--- src/rtl/pat_field_buf.sv ---
// pat_field_buf: NUM_BUFS x BUF_WIDTH pattern buffers with bit-granular field read/write and a valid/ready drain port
//   clk, rst_n          clock, asynchronous active-low reset
//   bufp                buffer select for field read, field write and emit
//   fieldp, field_out   read bit offset, registered read field (1-cycle latency)
//   fieldwp, field_wr_en, field_in   write bit offset, write enable, write field
//   wrap_en             1: bits past the buffer end wrap to bit 0; 0: they are clipped
//   emit_req, emit_drop request drain of buffer bufp; pulse when the request is ignored (port busy)
//   out_valid, out_ready, out_data, out_bufid   drain port towards the pattern emitter
module pat_field_buf #(
    parameter int NUM_BUFS      = 8,
    parameter int BUF_WIDTH     = 32,
    parameter int FIELD_W       = 8,
    parameter bit CLEAR_ON_EMIT = 1'b1,
    localparam int BUFP_W       = NUM_BUFS > 1 ? $clog2(NUM_BUFS) : 1,
    localparam int FIELDP_W     = BUF_WIDTH > 1 ? $clog2(BUF_WIDTH) : 1
) (
    input  logic                 clk,
    input  logic                 rst_n,
    input  logic [BUFP_W-1:0]    bufp,
    input  logic [FIELDP_W-1:0]  fieldp,
    output logic [FIELD_W-1:0]   field_out,
    input  logic [FIELDP_W-1:0]  fieldwp,
    input  logic                 field_wr_en,
    input  logic [FIELD_W-1:0]   field_in,
    input  logic                 wrap_en,
    input  logic                 emit_req,
    output logic                 emit_drop,
    output logic                 out_valid,
    input  logic                 out_ready,
    output logic [BUF_WIDTH-1:0] out_data,
    output logic [BUFP_W-1:0]    out_bufid
);
    typedef enum logic {IDLE, HOLD} state_t;

    state_t               state, state_nx;
    logic [BUF_WIDTH-1:0] bufs [NUM_BUFS];
    logic [BUF_WIDTH-1:0] rd_buf, wr_mask, wr_data;
    logic [FIELD_W-1:0]   rd_field;
    logic                 buf_ok, emit_go;

    function automatic logic in_range(input logic [FIELDP_W-1:0] base, input int i);
        return 32'(base) + i < BUF_WIDTH;
    endfunction

    function automatic logic [FIELDP_W-1:0] bit_pos(input logic [FIELDP_W-1:0] base, input int i);
        return FIELDP_W'((32'(base) + i) % BUF_WIDTH);
    endfunction

    // Selecting by equality leaves rd_buf at 0 and buf_ok low for an out-of-range bufp
    always_comb begin
        rd_buf = '0;
        buf_ok = 1'b0;
        for (int b = 0; b < NUM_BUFS; b++) begin
            if (bufp == BUFP_W'(b)) begin
                rd_buf = bufs[b];
                buf_ok = 1'b1;
            end
        end
    end

    // Read field from the pre-write buffer; write mask/data placed at their bit positions
    always_comb begin
        rd_field = '0;
        wr_mask  = '0;
        wr_data  = '0;
        for (int i = 0; i < FIELD_W; i++) begin
            rd_field[i] = (wrap_en || in_range(fieldp, i)) ? rd_buf[bit_pos(fieldp, i)] : 1'b0;
            if (field_wr_en && (wrap_en || in_range(fieldwp, i))) begin
                wr_mask[bit_pos(fieldwp, i)] = 1'b1;
                wr_data[bit_pos(fieldwp, i)] = field_in[i];
            end
        end
    end

    always_comb begin
        state_nx  = state;
        emit_go   = 1'b0;
        emit_drop = 1'b0;
        emit_go   = (state == IDLE) && emit_req && buf_ok;
        emit_drop = (state == HOLD) && emit_req;
        state_nx  = emit_go ? HOLD : (state == HOLD && out_ready) ? IDLE : state;
    end

    assign out_valid = state == HOLD;

    always_ff @(posedge clk or negedge rst_n) begin
        if (!rst_n) begin
            state     <= IDLE;
            field_out <= '0;
            out_data  <= '0;
            out_bufid <= '0;
            for (int b = 0; b < NUM_BUFS; b++) bufs[b] <= '0;
        end else begin
            state     <= state_nx;
            field_out <= rd_field;
            if (emit_go) begin
                out_data  <= rd_buf;
                out_bufid <= bufp;
            end
            // Clear-on-emit happens first so a same-cycle field write survives
            for (int b = 0; b < NUM_BUFS; b++) begin
                if (bufp == BUFP_W'(b))
                    bufs[b] <= (((emit_go && CLEAR_ON_EMIT) ? '0 : bufs[b]) & ~wr_mask) | wr_data;
            end
        end
    end
endmodule
--- config.mk ---
export PLATFORM = sky130hd
export DESIGN_NAME = pat_field_buf
export DESIGN_NICKNAME = d
export VERILOG_FILES = /design/src/rtl/pat_field_buf.sv
export SDC_FILE = /design/constraint.sdc
export NUM_CORES = 1
export LEC_CHECK = 0
export CORE_MARGIN = 8
export CORE_UTILIZATION = 44
export DETAILED_ROUTE_END_ITERATION = 8
export PLACE_DENSITY = 0.59
export SLEW_MARGIN = 10
export SYNTH_ARGS = -nofsm -noshare
export SYNTH_HDL_FRONTEND = slang
export SYNTH_SLANG_ARGS = --single-unit
--- constraint.sdc ---
create_clock -name clk -period 3 [get_ports clk]
set_clock_uncertainty 0.05 [all_clocks]
set_input_delay 0.6 -clock clk [delete_from_list [all_inputs] [get_ports clk]]
set_output_delay 0.6 -clock clk [all_outputs]
set_load 0.02 [all_outputs]
==> results.sh <==
export IMPL_status="complete, but fails checks"
export IMPL_violations="hold timing, setup timing"
export IMPL_slew_headroom_pct=45.0
export IMPL_drt_wirelength_per_cell_um=28.5
export IMPL_synthDistinctLibCells=104
export IMPL_area_growth_pct=41.2
export IMPL_critPathKind="primary input to flop"
export IMPL_slew_violations=0
export IMPL_die_h_um=231
export IMPL_dpl_instance_area_sq_um=26800
export IMPL_yosys_warnings=0
export IMPL_cp_arrival_ns=3.43
export IMPL_path_max_fanout=8
export IMPL_dp_final_hpwl_um=79800
export IMPL_cpMostUsedCell="buf_4"
export IMPL_hold_class="primary input to async pin"
export IMPL_path_cells="dlygate4sd2_1 -> buf_4 -> ha_2 -> a31oi_4 -> xor2_2 -> buf_4 -> nor3_1 -> buf_4 -> buf_4 -> nand2_2 -> o2111ai_2 -> a222oi_1 -> buf_4 -> o21ai_0"
export IMPL_grt_pass1_vias=23600
export IMPL_synth_edff_count=0
export IMPL_crit_family="buffers and inverters"
export IMPL_post_route_cell_area_sq_um=28800
export IMPL_synth_seq_cells=300
export IMPL_rsz0062_at_grt="yes"
export IMPL_dieArea_sq_um=53600
export IMPL_synthArstFlopShare_pct=100
export IMPL_floorplan_initialDensity_pct=44.3
export IMPL_syn_area_sq_um=20400
export IMPL_antenna_cells=0
export IMPL_cts_buffers_inserted=34
export IMPL_nFillCells=3902
export IMPL_core_area_sq_um=46200
export IMPL_grt_usage_pct=37.7
export IMPL_layout_cells_most_common="buf_4"
export IMPL_synth_flop_cell="dfrtp_1"
export IMPL_synthCells=2379
export IMPL_utilization_pct=62.5
export IMPL_postRouteAntennaNets=0
export IMPL_syn_nets=2422
export IMPL_layout_drive_gt1_share_pct=32.2
export IMPL_postSynthAreaPerCell_sq_um=8.59
export IMPL_cap_violations=0
export IMPL_setup_ws_ns=-0.0895
export IMPL_crit_required_ns=3.34
export IMPL_cts_root_buf="clkbuf_16"
export IMPL_ios=72
export IMPL_final_cells=3639
export IMPL_remaining_drc_errors=0
export IMPL_power_leakage_nw=12.4
export IMPL_dr_pass1_iters=6
export IMPL_critical_path_buf_inv_count=6
export IMPL_htree_levels=2
export IMPL_cp_slowest_cell="a222oi_1"
export IMPL_io_buffers=71
export IMPL_cts_tree="built"
export IMPL_final_hold_viol_count=8
export IMPL_mostFrequentLayoutCells="641 x buf_4, 504 x o21ai_0, 300 x dfrtp_1"
export IMPL_yosysSeqAreaShare_pct=36.7
export IMPL_nNetsFinal=3049
export IMPL_whs_ns=-0.00232
export IMPL_worst_pin_slew_ns=0.825
export IMPL_period_minus_slack_ns=3.09
export IMPL_setup_violations_final=8
export IMPL_antenna_found_initial=1
export IMPL_hold_buffers=0
export IMPL_placementRows=79
export IMPL_grt_pass1_wl_um=153000
export IMPL_path_clk_slew_ns=0.06
export IMPL_clock_latency_ns=0.56
export IMPL_route_vias_total=24000
export IMPL_clock_sinks=300
export IMPL_die_w_um=231
export IMPL_drtIter0Drc=3110
export IMPL_min_period_over_period_pct=103
export IMPL_startpoint_type="primary input"
export IMPL_vdd_drop_max_mv=0.616
export IMPL_grt_max_degree=97
export IMPL_endpoint_kind="flop"
export IMPL_clk_path_buf_depth=3
export IMPL_power_per_cell_area_nw_per_um2=533
export IMPL_gr_total_overflow=0
export IMPL_power_w=0.0154
export IMPL_wl_um=104000
export IMPL_place_inst=3557
export IMPL_place_congestion=1.09
export IMPL_vias_per_cell=6.60
export IMPL_worst_path_largest_cell_delay_ns=0.63
export IMPL_max_clock_freq_mhz=324
==> worst register-to-register path, delay by kind of cell (launching register included) <==
family | cells | cell delay (ns)
compound gates | 4 | 1.51
mux | 3 | 0.75
flops | 1 | 0.38
==> repair_timing <==
action | CTS | global route
resized for setup | 87 | 56
pin swaps | 12 | 12
buffers inserted | 14 | 5
endpoints found under the hold margin | 0 | 0
gates cloned | 0 | 1
endpoints found under the setup margin | 257 | 217
==> worst paths after layout <==
| path | start | endpoint | slack, ns | cells past startpoint |
|---|---|---|---|---|
| max | fieldwp[3] | bufs[21] | -0.09 | 14 |
| min | rst_n | bufs[207] | -0.002 | 1 |
| max reg2reg | bufs[212] | field_out[3] | 0.16 | 7 |
| min reg2reg | out_data[10] | out_data[10] | 0.42 | 2 |
| max in group asynchronous | rst_n | bufs[136] | 1.98 | 2 |
| min in group clk | out_data[10] | out_data[10] | 0.42 | 2 |
==> cell usage after synthesis, types with 23 or more instances <==
cell type  number  area, sq um
clkbuf_1      117          439
nand3_1        53          265
a22oi_1        23          173
buf_2          34          170
o21ai_1        26          130
xnor2_1        29          254
dfrtp_1       300         7510
a21oi_1        95          475
o21ai_0       518         2590
mux2i_1        58          581
nand2_1       238          893
o22ai_1        58          363
nor3_1         50          250
mux4_2         30          676
o221ai_1       31          272
nor2_1        162          608
a22o_1         55          482
==> layout make-up <==
type | instances | area [sq um] | share of cell area [%]
inverters | 22 | 83.8 | 0.291
multi-input cells | 1872 | 12600 | 43.7
repair buffers | 776 | 6680 | 23.2
clock buffers | 51 | 1050 | 3.66
well taps | 607 | 759 | 2.63
clock inverters | 11 | 159 | 0.551
flip-flops and latches | 300 | 7510 | 26.0
==> stage by stage <==
step	setup TNS (ns)	setup WS, ns
3_3_place_gp	-233.35	-1.12
4_1_cts	0	0.00375
2_1_floorplan	0	0.00317
6_report	-0.430	-0.0895
3_5_place_dp	-248.62	-1.21
5_1_grt	-0.146	-0.0470
==> cell families (layout without fill, tap and decap cells) <==
logic type	Yosys count	in the layout	synth area share (%)
AO/OA/AOI/OAI	1057	1057	33.1
XOR/XNOR	44	44	2.03
adder cells (fa/ha/maj)	16	16	0.980
buffers and inverters	207	860	4.80
flip-flops	300	300	36.7
multiplexers	108	108	7.32
AND/OR/NAND/NOR	647	647	15.1
==> per-layer routing <==
| layer | track usage [%] | vias to the layer above | wire, um |
|---|---|---|---|
| li1 | - | 10300 | - |
| met1 | 48.0 | 11800 | 39200 |
| met2 | 58.4 | 1600 | 45900 |
| met3 | 7.52 | 360 | 10700 |
| met4 | 23.7 | 2 | 7680 |
| met5 | 0 | - | 12 |
==> sequential cells by signal (all words and copies together) (netlist names) <==
signal	cells
bufs	256
out_valid	1
field_out	8
out_data	32
out_bufid	3
==> power by group <==
part	switching (W)	internal, W
registers	0.000523	0.00493
logic	0.00305	0.00238
clock network	0.00178	0.00271
Note: power is estimated with default switching activity, not from simulation.
